$ cat src/rtl/muxn_scan.sv
// muxn_scan -- N-channel data multiplexer with direct-select and auto-scan modes.
//
// Picks one W-bit channel out of a packed N-channel input bus and presents it
// as a registered beat on a valid/ready output. In direct mode the channel
// comes from sel. In scan mode an internal pointer walks the channels in
// ascending order and wraps. The pointer restarts at channel 0 on every
// direct-to-scan transition. A stalled beat (out_valid=1, out_ready=0) holds
// until it is accepted.
//
// Optional build feature:
//   MUXN_SCAN_MASK_EN  adds ch_mask; scan mode visits only the channels whose
//                      mask bit is set. With an all-zero mask, scan mode never
//                      loads a beat.
//
// Ports:
//   clk        clock; all state changes on its rising edge
//   rst_n      asynchronous active-low reset
//   mode       0 = direct select, 1 = auto-scan
//   sel        channel select (direct mode only)
//   en         sample request
//   din        packed channels; channel k is din[k*W +: W]
//   ch_mask    per-channel scan enable (MUXN_SCAN_MASK_EN builds only)
//   out_ready  downstream accepts the current beat
//   dout       registered channel data
//   chan_out   channel index that dout came from
//   out_valid  beat on dout/chan_out/last/sel_err is valid
//   last       beat is the final enabled channel of a scan pass
//   sel_err    beat was taken with an out-of-range direct select
module muxn_scan #(
  parameter int N = 8,
  parameter int W = 1,
  localparam int SW = $clog2(N)
) (
  input  logic            clk,
  input  logic            rst_n,
  input  logic            mode,
  input  logic [SW-1:0]   sel,
  input  logic            en,
  input  logic [N*W-1:0]  din,
`ifdef MUXN_SCAN_MASK_EN
  input  logic [N-1:0]    ch_mask,
`endif
  input  logic            out_ready,
  output logic [W-1:0]    dout,
  output logic [SW-1:0]   chan_out,
  output logic            out_valid,
  output logic            last,
  output logic            sel_err
);

  logic [N-1:0]  mask_s;
  logic          mode_prev_r;
  logic [SW-1:0] ptr_r;
  logic          reentry_s;
  logic [SW-1:0] eff_ptr_s;
  logic          hit_any_s;
  logic          hit_up_s;
  logic [SW-1:0] chan_any_s;
  logic [SW-1:0] chan_up_s;
  logic [SW-1:0] hi_chan_s;
  logic [SW-1:0] scan_chan_s;
  logic [SW-1:0] next_ptr_s;
  logic [SW-1:0] pick_chan_s;
  logic [W-1:0]  pick_data_s;
  logic          sel_ok_s;
  logic          pick_err_s;
  logic          pick_last_s;
  logic          load_s;

`ifdef MUXN_SCAN_MASK_EN
  assign mask_s = ch_mask;
`else
  assign mask_s = {N{1'b1}};
`endif

  // On the first scan cycle after direct mode, the search starts from channel 0
  // regardless of where the pointer was left.
  assign reentry_s = mode & ~mode_prev_r;
  assign eff_ptr_s = reentry_s ? {SW{1'b0}} : ptr_r;

  // Find the lowest enabled channel at or above the pointer, the lowest
  // enabled channel overall (wrap target), and the highest enabled channel
  // (end of pass). The descending loop lets the lowest index win.
  always_comb begin
    hit_any_s  = 1'b0;
    hit_up_s   = 1'b0;
    chan_any_s = {SW{1'b0}};
    chan_up_s  = {SW{1'b0}};
    hi_chan_s  = {SW{1'b0}};
    for (int k = N - 1; k >= 0; k--) begin
      if (mask_s[k]) begin
        hit_any_s  = 1'b1;
        chan_any_s = SW'(k);
        if (SW'(k) >= eff_ptr_s) begin
          hit_up_s  = 1'b1;
          chan_up_s = SW'(k);
        end else begin
          hit_up_s  = hit_up_s;
        end
      end else begin
        hit_any_s = hit_any_s;
      end
    end
    for (int k = 0; k < N; k++) begin
      if (mask_s[k]) begin
        hi_chan_s = SW'(k);
      end else begin
        hi_chan_s = hi_chan_s;
      end
    end
  end

  assign scan_chan_s = hit_up_s ? chan_up_s : chan_any_s;
  assign next_ptr_s  = (scan_chan_s == SW'(N - 1)) ? {SW{1'b0}} : (scan_chan_s + SW'(1));
  assign pick_chan_s = mode ? scan_chan_s : sel;

  // Channel data mux with constant part-selects only. A select with no
  // matching channel (sel >= N) leaves the data at zero.
  always_comb begin
    pick_data_s = {W{1'b0}};
    sel_ok_s    = 1'b0;
    for (int k = 0; k < N; k++) begin
      if (pick_chan_s == SW'(k)) begin
        pick_data_s = din[k*W +: W];
      end else begin
        pick_data_s = pick_data_s;
      end
      if (sel == SW'(k)) begin
        sel_ok_s = 1'b1;
      end else begin
        sel_ok_s = sel_ok_s;
      end
    end
  end

  assign pick_err_s  = ~mode & ~sel_ok_s;
  assign pick_last_s = mode & (scan_chan_s == hi_chan_s);

  // A beat loads when requested and the output slot is free or being drained.
  // In scan mode it also needs at least one enabled channel.
  assign load_s = en & (~out_valid | out_ready) & (~mode | hit_any_s);

  // Output beat register: load a new beat, retire an accepted one, or hold
  // under backpressure.
  always_ff @(posedge clk or negedge rst_n) begin
    if (!rst_n) begin
      dout      <= {W{1'b0}};
      chan_out  <= {SW{1'b0}};
      out_valid <= 1'b0;
      last      <= 1'b0;
      sel_err   <= 1'b0;
    end else if (load_s) begin
      dout      <= pick_data_s;
      chan_out  <= pick_chan_s;
      out_valid <= 1'b1;
      last      <= pick_last_s;
      sel_err   <= pick_err_s;
    end else if (out_ready) begin
      out_valid <= 1'b0;
    end else begin
      out_valid <= out_valid;
    end
  end

  // Scan pointer and previous-mode tracking. The pointer advances only on a
  // scan-mode load. A direct-to-scan transition with no load still rewinds
  // the pointer, so the next load starts from channel 0.
  always_ff @(posedge clk or negedge rst_n) begin
    if (!rst_n) begin
      ptr_r       <= {SW{1'b0}};
      mode_prev_r <= 1'b0;
    end else begin
      mode_prev_r <= mode;
      if (load_s && mode) begin
        ptr_r <= next_ptr_s;
      end else if (reentry_s) begin
        ptr_r <= {SW{1'b0}};
      end else begin
        ptr_r <= ptr_r;
      end
    end
  end

endmodule

$ cat config.mk
export PLATFORM = sky130hd
export DESIGN_NAME = muxn_scan
export DESIGN_NICKNAME = d
export VERILOG_FILES = /design/src/rtl/muxn_scan.sv
export SDC_FILE = /design/constraint.sdc
export NUM_CORES = 1
export LEC_CHECK = 0
export CAP_MARGIN = 20
export CORE_AREA = 4 4 48 50
export DETAILED_ROUTE_END_ITERATION = 16
export DIE_AREA = 0 0 52 54
export GPL_TIMING_DRIVEN = 0
export PLACE_DENSITY = 0.67
export SKIP_LAST_GASP = 1
export SLEW_MARGIN = 30
export SYNTH_ARGS = -nofsm -noshare
export SYNTH_HDL_FRONTEND = slang
export SYNTH_SLANG_ARGS = --single-unit
$ cat constraint.sdc
create_clock -name clk -period 3.9 [get_ports clk]
set_input_delay 0.39 -clock clk [delete_from_list [all_inputs] [get_ports clk]]
set_output_delay 0.39 -clock clk [all_outputs]
set_load 0.02 [all_outputs]
==> summary.txt <==
Outcome
  – Status: complete, no violations

Power and ir drop
  – PwrDens: 333 nW/µm²
  – Maximum vdd drop: 0.000140 V
  – Pleak: 0.000374 µW
  – Total power: about 280 µW

Clock tree
  – Post-CTS setup buffers: 0
  – CTS H-tree lvls: 1
  – Clock slew at reported path FFs: 70 ps
  – Clock Tree Root: clkbuf_4
  – Clock latency on the worst-skew pair: around 270 ps
  – Hold_buf cts: 0
  – CTS max path bufs: 2
  – Inserted Clock Buffers: 3
  – Clk sinks: 11
  – CTS tree: yes
  – PostCTS Resize Cnt: 0

Setup path
  – CP max FO: 10
  – Worst setup SP type: input port
  – R2r setup slk: between 2000 and 2500 ps
  – Crit Reg-Reg Endpoint: dout
  – Critical Path RT: 4050 ps
  – Crit path DAT: around 2300 ps
  – Kind of critical path: input port to flip-flop
  – Setup crit end: dout
  – Worst r2r src: mode_prev_r
  – FF-to-FF path depth: 5
  – Crit. Startpoint: mode
  – Element type at the critical path end: flip-flop

Timing
  – Final hold violations: 0
  – Worst slew margin: 0.664
  – RSZ-0062 raised after global routing: false
  – Fin. max-slew vios: 0
  – Post-Route Setup TNS: 0 ps
  – Slew @ Worst Pin: roughly 500 ps
  – Final Cycle Share: 0.560
  – Maximum clock rate: 457 MHz
  – Min cycle time layout: 2190 ps
  – Clk_skew: 1.26 ps
  – Final count of negative-setup-slack endpoints: 0

Detailed routing
  – Post-DR wirelength/cell: approximately 12 µm
  – Vias: 480
  – Routed wire length: 1260 µm
  – Via density per instance: 4.49
  – DRT antenna net count: 0
  – Iteration-0 DRC Markers: 5
  – Drt pass-1 iters: 4
  – Drt drc: 0

Layout
  – Synthesis-to-layout area growth: 51.1%
  – # fillers: 184
  – Layout cells sized above 1: 0.0750
  – Final non-filler cell total: 107
  – Diode count: 0
  – Final Instance Area: 828 µm²
  – Commonest non-fill, non-tap cells in the layout: clkdlybuf4s50_1, dfrtp_1, nand2_1
  – # nets final: 98
  – Final core occ: 0.436
  – Leading cell type in the layout, fill and taps excluded: clkdlybuf4s50_1

Synth
  – Syn Nets: 71
  – Distinct cell type count after synthesis: 23
  – Syn avg cell area: between 10 and 15 µm²
  – Yosys warns: 0
  – Synth Instances: 54
  – Top cells by area, synth: dfrtp_1, nand2_1, and3_1
  – Cell taking the most area after synthesis: dfrtp_1
  – EDFF count, synth: 0
  – Register area share after synthesis: 0.502
  – Yosys reg bits: 11
  – Synth top area share: 0.502
  – Synth Flop Type: dfrtp_1
  – Async SR Flop Fraction: 1.00
  – Synth Cell Area: 548 µm²

Die
  – Initial core utilization: 0.288
  – I/O Pins: 23
  – Die Area: 2810 µm²
  – Core Box Area: 1900 µm²
  – Rows: 16
  – Die width: 52 µm
  – Die Span Y: roughly 54 µm

Place
  – Post-DP HPWL: 1000 µm
  – Placed Cells: 103
  – RD Place Congestion: 0.694
  – Port bufs: 22
  – Post-DP Area: approximately 800 µm²

GRT
  – Vias in the first global route: 429
  – First-pass GRT wire length: 1870 µm
  – Initial antenna violation count: 0
  – GRT Util Overall: 0.0918
  – Largest net degree at the start of global routing: 12
  – Grt ovf: 0

Hold path
  – Hold crit path type: input port to asynchronous set/reset pin

Job
  – Maxcap violations: 0
-- final cells by class --
class / instances / area (µm²) / share of cell area
multi-input cells: 40 / 262 / 0.316
inverters: 2 / 7.51 / 0.00906
clock buffers: 4 / 26.3 / 0.0317
flip-flops and latches: 11 / 275 / 0.332
plain buffers: 1 / 3.75 / 0.00453
well taps: 27 / 33.8 / 0.0408
repair buffers: 22 / 220 / 0.266
-- how the worst min path moves through the flow --
stage / start / end / slack [ps] / cells past startpoint
CTS: rst_n / last / 470 / 1
global placement: last / last / 460 / 2
floorplan: rst_n / chan_out[0] / 90 / 0
detailed placement: last / last / 470 / 2
finish: rst_n / dout / 460 / 1
global route: rst_n / last / 480 / 1
-- power by group --
part / switching (µW) / internal (µW) / total [µW]
combinational: 29.9 / 38.0 / 67.9
clock: 37.4 / 39.6 / 77.0
sequential: 6.73 / 124 / 131
total: 74.1 / 202 / 276
-- Yosys cell counts (2+ instances only) --
library cell  count
and2_1            2
nand2b_1          2
dfrtp_1          11
o21ai_0           4
a21oi_1           4
inv_1             2
nand2_1          10
and3_1            4
-- critical path, stage by stage --
cell	delay, ps
clkdlybuf4s50_1	630
inv_1	150
a21oi_2	250
mux4_2	520
nor3b_1	150
a221o_1	260
-- metal layers --
layer  vias up  share of wire  global-route usage
met3         0          0.071              0.0443
met2        16           0.51               0.165
li1        242              -                   -
met5         -              0                   0
met1       222           0.42              0.0992
met4         0              0              0.0131
-- kinds of logic after synthesis --
logic type / Yosys count / synth area share
DFF: 11 / 0.502
buffers and inverters: 3 / 0.0205
adders and majority gates: 1 / 0.0228
muxes: 3 / 0.0799
and+or+nand+nor: 22 / 0.208
AOI/OAI and AO/OA: 14 / 0.167
-- registers in the layout, indices dropped and copies added (netlist names) --
signal	count
dout	1
last	1
ptr_r	3
out_valid	1
chan_out	3
sel_err	1
mode_prev_r	1
-- metrics by stage --
step                      hold slack, ps  setup WS, ps
after floorplan                     94.4          2150
after global placement               460          1440
after detailed placement             466          1410
after CTS                            474          1720
after global routing                 475          1650
final                                457          1710
(Power assumes the default switching activity.)
